==> config.mk <==
export PLATFORM = sky130hd
export DESIGN_NAME = mem_ctrl_flat
export DESIGN_NICKNAME = d
export VERILOG_FILES = /design/src/rtl/mem_ctrl_if.sv /design/src/rtl/mem_ctrl.sv /design/src/flat_wrapper.sv
export SDC_FILE = /design/constraint.sdc
export NUM_CORES = 1
export LEC_CHECK = 0
export ABC_AREA = 1
export BUFFER_PORTS_ARGS = -buffer_cell sky130_fd_sc_hd__buf_4
export CAP_MARGIN = 20
export CORE_UTILIZATION = 50
export CTS_CLUSTER_SIZE = 20
export DETAILED_ROUTE_END_ITERATION = 16
export GPL_TIMING_DRIVEN = 0
export PLACE_DENSITY = 0.76
export SLEW_MARGIN = 15
export SYNTH_ARGS = -nofsm -noshare
export SYNTH_HDL_FRONTEND = slang
export SYNTH_SLANG_ARGS = --single-unit
==> constraint.sdc <==
create_clock -name clk -period 2.3 [get_ports clk]
set_input_delay 0.23 -clock clk [delete_from_list [all_inputs] [get_ports clk]]
set_output_delay 0.23 -clock clk [all_outputs]
set_load 0.02 [all_outputs]
==> src/rtl/mem_ctrl_if.sv <==
// Bus bundle between the memory controller, its two requesters (IF, MEM) and the byte-wide RAM.
// Handshake: a requester raises req and holds it, with stable inputs, until its one-cycle done pulse; the controller samples req only while idle, and done is never asserted for the requester that did not own the transfer.
interface mem_ctrl_if #(
   parameter int ADDR_W = 32
);
   logic              if_req_i;
   logic [ADDR_W-1:0] if_addr_i;
   logic              if_done_o;
   logic [31:0]       if_inst_o;

   logic              mem_req_i;
   logic              mem_wr_i;
   logic [1:0]        mem_size_i;
   logic [ADDR_W-1:0] mem_addr_i;
   logic [31:0]       mem_wdata_i;
   logic              mem_done_o;
   logic [31:0]       mem_rdata_o;

   logic [ADDR_W-1:0] ram_a_o;
   logic              ram_wr_o;
   logic [7:0]        ram_dout_o;
   logic [7:0]        ram_din_i;

   logic              busy_o;
   logic [1:0]        state_dbg;

   modport slave (
      input  if_req_i, if_addr_i,
      input  mem_req_i, mem_wr_i, mem_size_i, mem_addr_i, mem_wdata_i,
      input  ram_din_i,
      output if_done_o, if_inst_o,
      output mem_done_o, mem_rdata_o,
      output ram_a_o, ram_wr_o, ram_dout_o,
      output busy_o, state_dbg
   );

   modport master (
      output if_req_i, if_addr_i,
      output mem_req_i, mem_wr_i, mem_size_i, mem_addr_i, mem_wdata_i,
      output ram_din_i,
      input  if_done_o, if_inst_o,
      input  mem_done_o, mem_rdata_o,
      input  ram_a_o, ram_wr_o, ram_dout_o,
      input  busy_o, state_dbg
   );
endinterface

==> src/rtl/mem_ctrl.sv <==
// Shares one byte-wide RAM port between instruction fetch and the MEM stage, sequencing
// little-endian multi-byte reads and writes one byte per cycle with MEM given priority.
module mem_ctrl #(
   parameter int ADDR_W   = 32,
   parameter int IF_BYTES = 4
) (
   input logic           clk,
   input logic           rst,
   mem_ctrl_if.slave     bus
);

   typedef enum logic [1:0] {
      S_IDLE  = 2'd0,
      S_READ  = 2'd1,
      S_WRITE = 2'd2,
      S_DONE  = 2'd3
   } state_t;

   state_t            state;
   logic              owner_if;
   logic [ADDR_W-1:0] base;
   logic [31:0]       wdata;
   logic [31:0]       acc;
   logic [3:0]        n_bytes;
   logic [3:0]        cnt;

   logic [3:0]        j;
   logic [ADDR_W-1:0] next_a;
   logic [1:0]        rd_idx;
   logic [1:0]        wr_idx;
   logic [31:0]       cap_word;
   logic [7:0]        wr_byte;

   function automatic logic [3:0] size_bytes(input logic [1:0] sz);
      case (sz)
         2'b00:   return 4'd1;
         2'b01:   return 4'd2;
         default: return 4'd4;
      endcase
   endfunction

   // j is the index of the edge being processed, counted from the accept edge (E0).
   assign j      = cnt + 4'd1;
   assign next_a = base + ADDR_W'(j);
   assign rd_idx = 2'(j - 4'd2);
   assign wr_idx = 2'(j);

   // Byte for addr+k arrives on ram_din_i two edges after addr+k was issued.
   always_comb begin
      cap_word                  = acc;
      cap_word[{rd_idx, 3'b000} +: 8] = bus.ram_din_i;
   end

   assign wr_byte       = wdata[{wr_idx, 3'b000} +: 8];
   assign bus.busy_o    = (state != S_IDLE);
   assign bus.state_dbg = state;

   always_ff @(posedge clk) begin
      if (rst) begin
         state           <= S_IDLE;
         owner_if        <= 1'b0;
         base            <= '0;
         wdata           <= '0;
         acc             <= '0;
         n_bytes         <= '0;
         cnt             <= '0;
         bus.if_done_o   <= 1'b0;
         bus.if_inst_o   <= '0;
         bus.mem_done_o  <= 1'b0;
         bus.mem_rdata_o <= '0;
         bus.ram_a_o     <= '0;
         bus.ram_wr_o    <= 1'b0;
         bus.ram_dout_o  <= '0;
      end else begin
         case (state)
            S_IDLE: begin
               cnt <= '0;
               acc <= '0;
               if (bus.mem_req_i) begin
                  owner_if    <= 1'b0;
                  base        <= bus.mem_addr_i;
                  wdata       <= bus.mem_wdata_i;
                  n_bytes     <= size_bytes(bus.mem_size_i);
                  bus.ram_a_o <= bus.mem_addr_i;
                  if (bus.mem_wr_i) begin
                     state          <= S_WRITE;
                     bus.ram_wr_o   <= 1'b1;
                     bus.ram_dout_o <= bus.mem_wdata_i[7:0];
                  end else begin
                     state <= S_READ;
                  end
               end else if (bus.if_req_i) begin
                  owner_if    <= 1'b1;
                  base        <= bus.if_addr_i;
                  n_bytes     <= 4'(IF_BYTES);
                  bus.ram_a_o <= bus.if_addr_i;
                  state       <= S_READ;
               end
            end

            S_READ: begin
               cnt <= cnt + 4'd1;
               if (j < n_bytes) begin
                  bus.ram_a_o <= next_a;
               end
               if (j == n_bytes + 4'd1) begin
                  state <= S_DONE;
                  if (owner_if) begin
                     bus.if_done_o <= 1'b1;
                     bus.if_inst_o <= cap_word;
                  end else begin
                     bus.mem_done_o  <= 1'b1;
                     bus.mem_rdata_o <= cap_word;
                  end
               end else if (j >= 4'd2) begin
                  acc <= cap_word;
               end
            end

            S_WRITE: begin
               if (j < n_bytes) begin
                  cnt            <= cnt + 4'd1;
                  bus.ram_a_o    <= next_a;
                  bus.ram_dout_o <= wr_byte;
                  bus.ram_wr_o   <= 1'b1;
               end else begin
                  bus.ram_wr_o   <= 1'b0;
                  bus.mem_done_o <= 1'b1;
                  state          <= S_DONE;
               end
            end

            S_DONE: begin
               // A still-high req is deliberately ignored here; it is taken on the next IDLE edge.
               bus.if_done_o  <= 1'b0;
               bus.mem_done_o <= 1'b0;
               state          <= S_IDLE;
            end

            default: state <= S_IDLE;
         endcase
      end
   end

endmodule
==> src/flat_wrapper.sv <==
// flat-port wrapper written by rule: the top's interface ports become plain ports
module mem_ctrl_flat 
#(
   parameter int ADDR_W   = 32,
   parameter int IF_BYTES = 4
)
  (clk, rst, bus_if_req_i, bus_if_addr_i, bus_mem_req_i, bus_mem_wr_i, bus_mem_size_i, bus_mem_addr_i, bus_mem_wdata_i, bus_ram_din_i, bus_if_done_o, bus_if_inst_o, bus_mem_done_o, bus_mem_rdata_o, bus_ram_a_o, bus_ram_wr_o, bus_ram_dout_o, bus_busy_o, bus_state_dbg);
  mem_ctrl_if #(.ADDR_W(ADDR_W)) bus_i ();
  input logic clk;
  input logic rst;
  input wire logic [$bits(bus_i.if_req_i)-1:0] bus_if_req_i;
  input wire logic [$bits(bus_i.if_addr_i)-1:0] bus_if_addr_i;
  input wire logic [$bits(bus_i.mem_req_i)-1:0] bus_mem_req_i;
  input wire logic [$bits(bus_i.mem_wr_i)-1:0] bus_mem_wr_i;
  input wire logic [$bits(bus_i.mem_size_i)-1:0] bus_mem_size_i;
  input wire logic [$bits(bus_i.mem_addr_i)-1:0] bus_mem_addr_i;
  input wire logic [$bits(bus_i.mem_wdata_i)-1:0] bus_mem_wdata_i;
  input wire logic [$bits(bus_i.ram_din_i)-1:0] bus_ram_din_i;
  output wire logic [$bits(bus_i.if_done_o)-1:0] bus_if_done_o;
  output wire logic [$bits(bus_i.if_inst_o)-1:0] bus_if_inst_o;
  output wire logic [$bits(bus_i.mem_done_o)-1:0] bus_mem_done_o;
  output wire logic [$bits(bus_i.mem_rdata_o)-1:0] bus_mem_rdata_o;
  output wire logic [$bits(bus_i.ram_a_o)-1:0] bus_ram_a_o;
  output wire logic [$bits(bus_i.ram_wr_o)-1:0] bus_ram_wr_o;
  output wire logic [$bits(bus_i.ram_dout_o)-1:0] bus_ram_dout_o;
  output wire logic [$bits(bus_i.busy_o)-1:0] bus_busy_o;
  output wire logic [$bits(bus_i.state_dbg)-1:0] bus_state_dbg;
  assign bus_i.if_req_i = bus_if_req_i;
  assign bus_i.if_addr_i = bus_if_addr_i;
  assign bus_i.mem_req_i = bus_mem_req_i;
  assign bus_i.mem_wr_i = bus_mem_wr_i;
  assign bus_i.mem_size_i = bus_mem_size_i;
  assign bus_i.mem_addr_i = bus_mem_addr_i;
  assign bus_i.mem_wdata_i = bus_mem_wdata_i;
  assign bus_i.ram_din_i = bus_ram_din_i;
  assign bus_if_done_o = bus_i.if_done_o;
  assign bus_if_inst_o = bus_i.if_inst_o;
  assign bus_mem_done_o = bus_i.mem_done_o;
  assign bus_mem_rdata_o = bus_i.mem_rdata_o;
  assign bus_ram_a_o = bus_i.ram_a_o;
  assign bus_ram_wr_o = bus_i.ram_wr_o;
  assign bus_ram_dout_o = bus_i.ram_dout_o;
  assign bus_busy_o = bus_i.busy_o;
  assign bus_state_dbg = bus_i.state_dbg;
  mem_ctrl #(.ADDR_W(ADDR_W), .IF_BYTES(IF_BYTES)) u_core (.clk(clk), .rst(rst), .bus(bus_i));
endmodule
==> reports/qor.yml <==
outcome: "finished, final reports clean"
cts_sinks: 213
clk_pin_slew_ns: 0.06
syn_inst: 1485
seq_area_frac_synth: 0.4136
grt_max_degree: 15
num-fill-cells: 1639
netlist_area_um2: 10310
cp_max_fo: 6
rows: 52
syn_area_per_cell_um2: 6.943
dp_worst_setup_slack_ns: -0.7657
antenna_found_initial: 0
gp_congestion: 0.9764
period_share: 0.9988
hp-class: "in2reg"
fin_nets: 1922
fmax_mhz: 435.3
tightest_slew_ns: 0.8909
synth_cell_types: 42
rr_startpoint: "u_core.cnt[0]"
critPathArrivalTime_ns: 2.69
critPathRequiredTime_ns: 2.70
final_util: 0.7162
final_cell_mix: "nor2_1 (309), buf_4 (251), nand2_1 (236)"
post-synth-top-area-cell: "dfxtp_1"
routedWlPerCell_um: 17.92
cp-end-kind: "register"
clock_latency_ns: 0.52
cts-root-buf: "clkbuf_16"
crit_cells: 14
maxSlewHeadroom: 0.4061
ys_ff_latch: 213
synth_fp_nets: 1615
r2r_slack_ns: 0.003
grt_overflow_total: 0
placed_area_um2: 12300
crit_start: "u_core.cnt[0]"
io_buffers: 218
routed_via_density: 5.623
fin_crit_ns: 2.297
ioPinCount: 221
grt_setup_unrepaired: "true"
htreeDepth: 1
crit_family: "simple AND/OR/NAND/NOR gates"
finalSetupTns_ns: 0
holdWs_ns: 0.01476
power_density_nw_per_um2: 1299
cp_common_cell: "nand2_2"
syn_to_final_growth_pct: 40.57
synth_warnings: 0
wirelength_um: 37280
layout-drive-gt1-share: 0.2615
r2r-end: "u_core.bus.ram_a_o[8]"
coreArea_um2: 20230
initial_core_util: 0.5095
drv_slew: 0
first_global_vias: 10700
ir_drop_mv: 0.6883
worstSetupPathType: "reg2reg"
cts_buffer_depth: 3
fin_ws_ns: 0.002667
synth.area.top_cells: "dfxtp_1 (41%), nor2_1 (12%), nand2_1 (9.6%)"
dp_hpwl_um: 25590
multi_input_area_um2: 5921
grt_use_total: 0.3308
grt_first_pass_wirelength_um: 56010
synth_top_area_frac: 0.4136
drv_cap: 0
drt_iter0_drc: 1082
setup_viol: 0
path_cells: "buf_8 > clkinv_8 > ha_4 > ha_4 > nand2_2 > nand2_2 > nand2_2 > nand3_4 > nand2_4 > nand2_8 > clkinv_8 > clkbuf_16 > o21ai_1 > a21oi_1"
dr.pass1.iters: 5
layout_commonest_cell: "nor2_1"
p_leak_nw: 6.204
regArea_um2: 4272
num_vias: 11700
cp.buffers_inverters: 4
crit_slowest_cell: "dfxtp_4"
die_x_um: 145.6
skew_ns: 0.01168
reg2reg_depth: 14
critPathMaxStageDelay_ns: 0.38
die_area_um2: 21200
cp-start-kind: "register"
cts_inserted_buffers: 23
endpoint: "u_core.bus.ram_a_o[8]"
antenna_left: 0
hold_viol: 0
cts_tree: "done"
design_area_um2: 14490
die_h_um: 145.6
drc_errors: 0
==> cell usage after synthesis, drive strengths merged <==
| master | n |
|---|---|
| nor2 | 329 |
| nand2 | 269 |
| dfxtp | 213 |
| o21ai | 155 |
| inv | 101 |
| a21oi | 100 |
| nand3 | 55 |
| clkbuf | 53 |
| nand4 | 48 |
| buf | 36 |
| o22ai | 33 |
| a211oi | 24 |
| ha | 18 |
| mux2i | 18 |
| nand3b | 6 |
| xor2 | 5 |
| xnor2 | 4 |
| a22oi | 3 |
| a311oi | 3 |
| a21boi | 2 |
| and2 | 2 |
| clkinv | 2 |
| nor3 | 2 |
| a31oi | 1 |
| fa | 1 |
| o211ai | 1 |
| o21bai | 1 |
==> registers in the layout, indices dropped and copies added, names as in the netlist <==
signal                  cells
u_core.n_bytes              3
u_core.bus.state_dbg        2
u_core.bus.ram_a_o         32
u_core.owner_if             1
u_core.bus.mem_done_o       1
u_core.bus.ram_dout_o       8
u_core.wdata               32
u_core.bus.if_done_o        1
u_core.acc                 32
u_core.bus.if_inst_o       32
u_core.bus.mem_rdata_o     32
u_core.base                32
u_core.cnt                  4
u_core.bus.ram_wr_o         1
==> repair_timing <==
item	in CTS	in global routing
gates resized for setup	79	125
setup buffers	14	20
endpoints found under the setup margin	149	154
pin swaps	10	38
hold endpoints to repair	28	0
gates cloned	0	5
hold buffers	28	0
==> worst min-delay path, cell delays in order <==
cell and delay [ns]:
buf_4 0.09, o21ai_0 0.07, a21oi_1 0.10
==> worst min-delay path by stage <==
stage	from	end	slack (ns)	cells after the start
6_report	bus_mem_wdata_i[0]	u_core.wdata[0]	0.01	3
5_1_grt	bus_mem_wdata_i[0]	u_core.wdata[0]	0.004	3
4_1_cts	bus_mem_wdata_i[17]	u_core.wdata[17]	0.001	3
3_5_place_dp	u_core.acc[10]	u_core.acc[10]	0.45	2
3_3_place_gp	u_core.wdata[0]	u_core.wdata[0]	0.44	2
2_1_floorplan	bus_mem_wdata_i[1]	u_core.wdata[1]	0.40	2
==> routing by layer <==
layer  wire [µm]  global-route usage
met1       15320              0.4406
met2       17040              0.5245
met3        3489             0.06301
met4        1438              0.1411
met5           0                   0
==> layout make-up <==
type,instances,share of cell area
multi-input combinational,1081,0.4085
sequential,213,0.2947
timing repair buffer,283,0.1572
clock buffer,28,0.04239
buffer,86,0.03488
inverter,103,0.02892
tap,270,0.02331
clock inverter,14,0.009238
timing repair inverter,1,0.0006043
antenna,1,0.0001727
==> power by group <==
group          switching, W  internal, W  total (W)
sequential         0.000720      0.00463    0.00535
combinational       0.00607      0.00369    0.00975
clock               0.00158      0.00214    0.00372
==> cell families after synthesis <==
group                      share of synthesized area
muxes                                        0.01748
DFF                                           0.4136
buffers and inverters                        0.07949
and+or+nand+nor                               0.2869
xor gates and xnor gates                    0.007645
AOI/OAI and AO/OA                             0.1711
adders and majority gates                    0.02379
==> through the flow <==
stage	cells	power (W)
final	2080	0.01882
after global routing	2079	0.01973
after CTS	2057	0.01721
after detailed placement	1973	0.01300
after global placement	1973	0.01289
after floorplan	1485	0.01020
No activity file was read; power rests on OpenSTA's default activity.
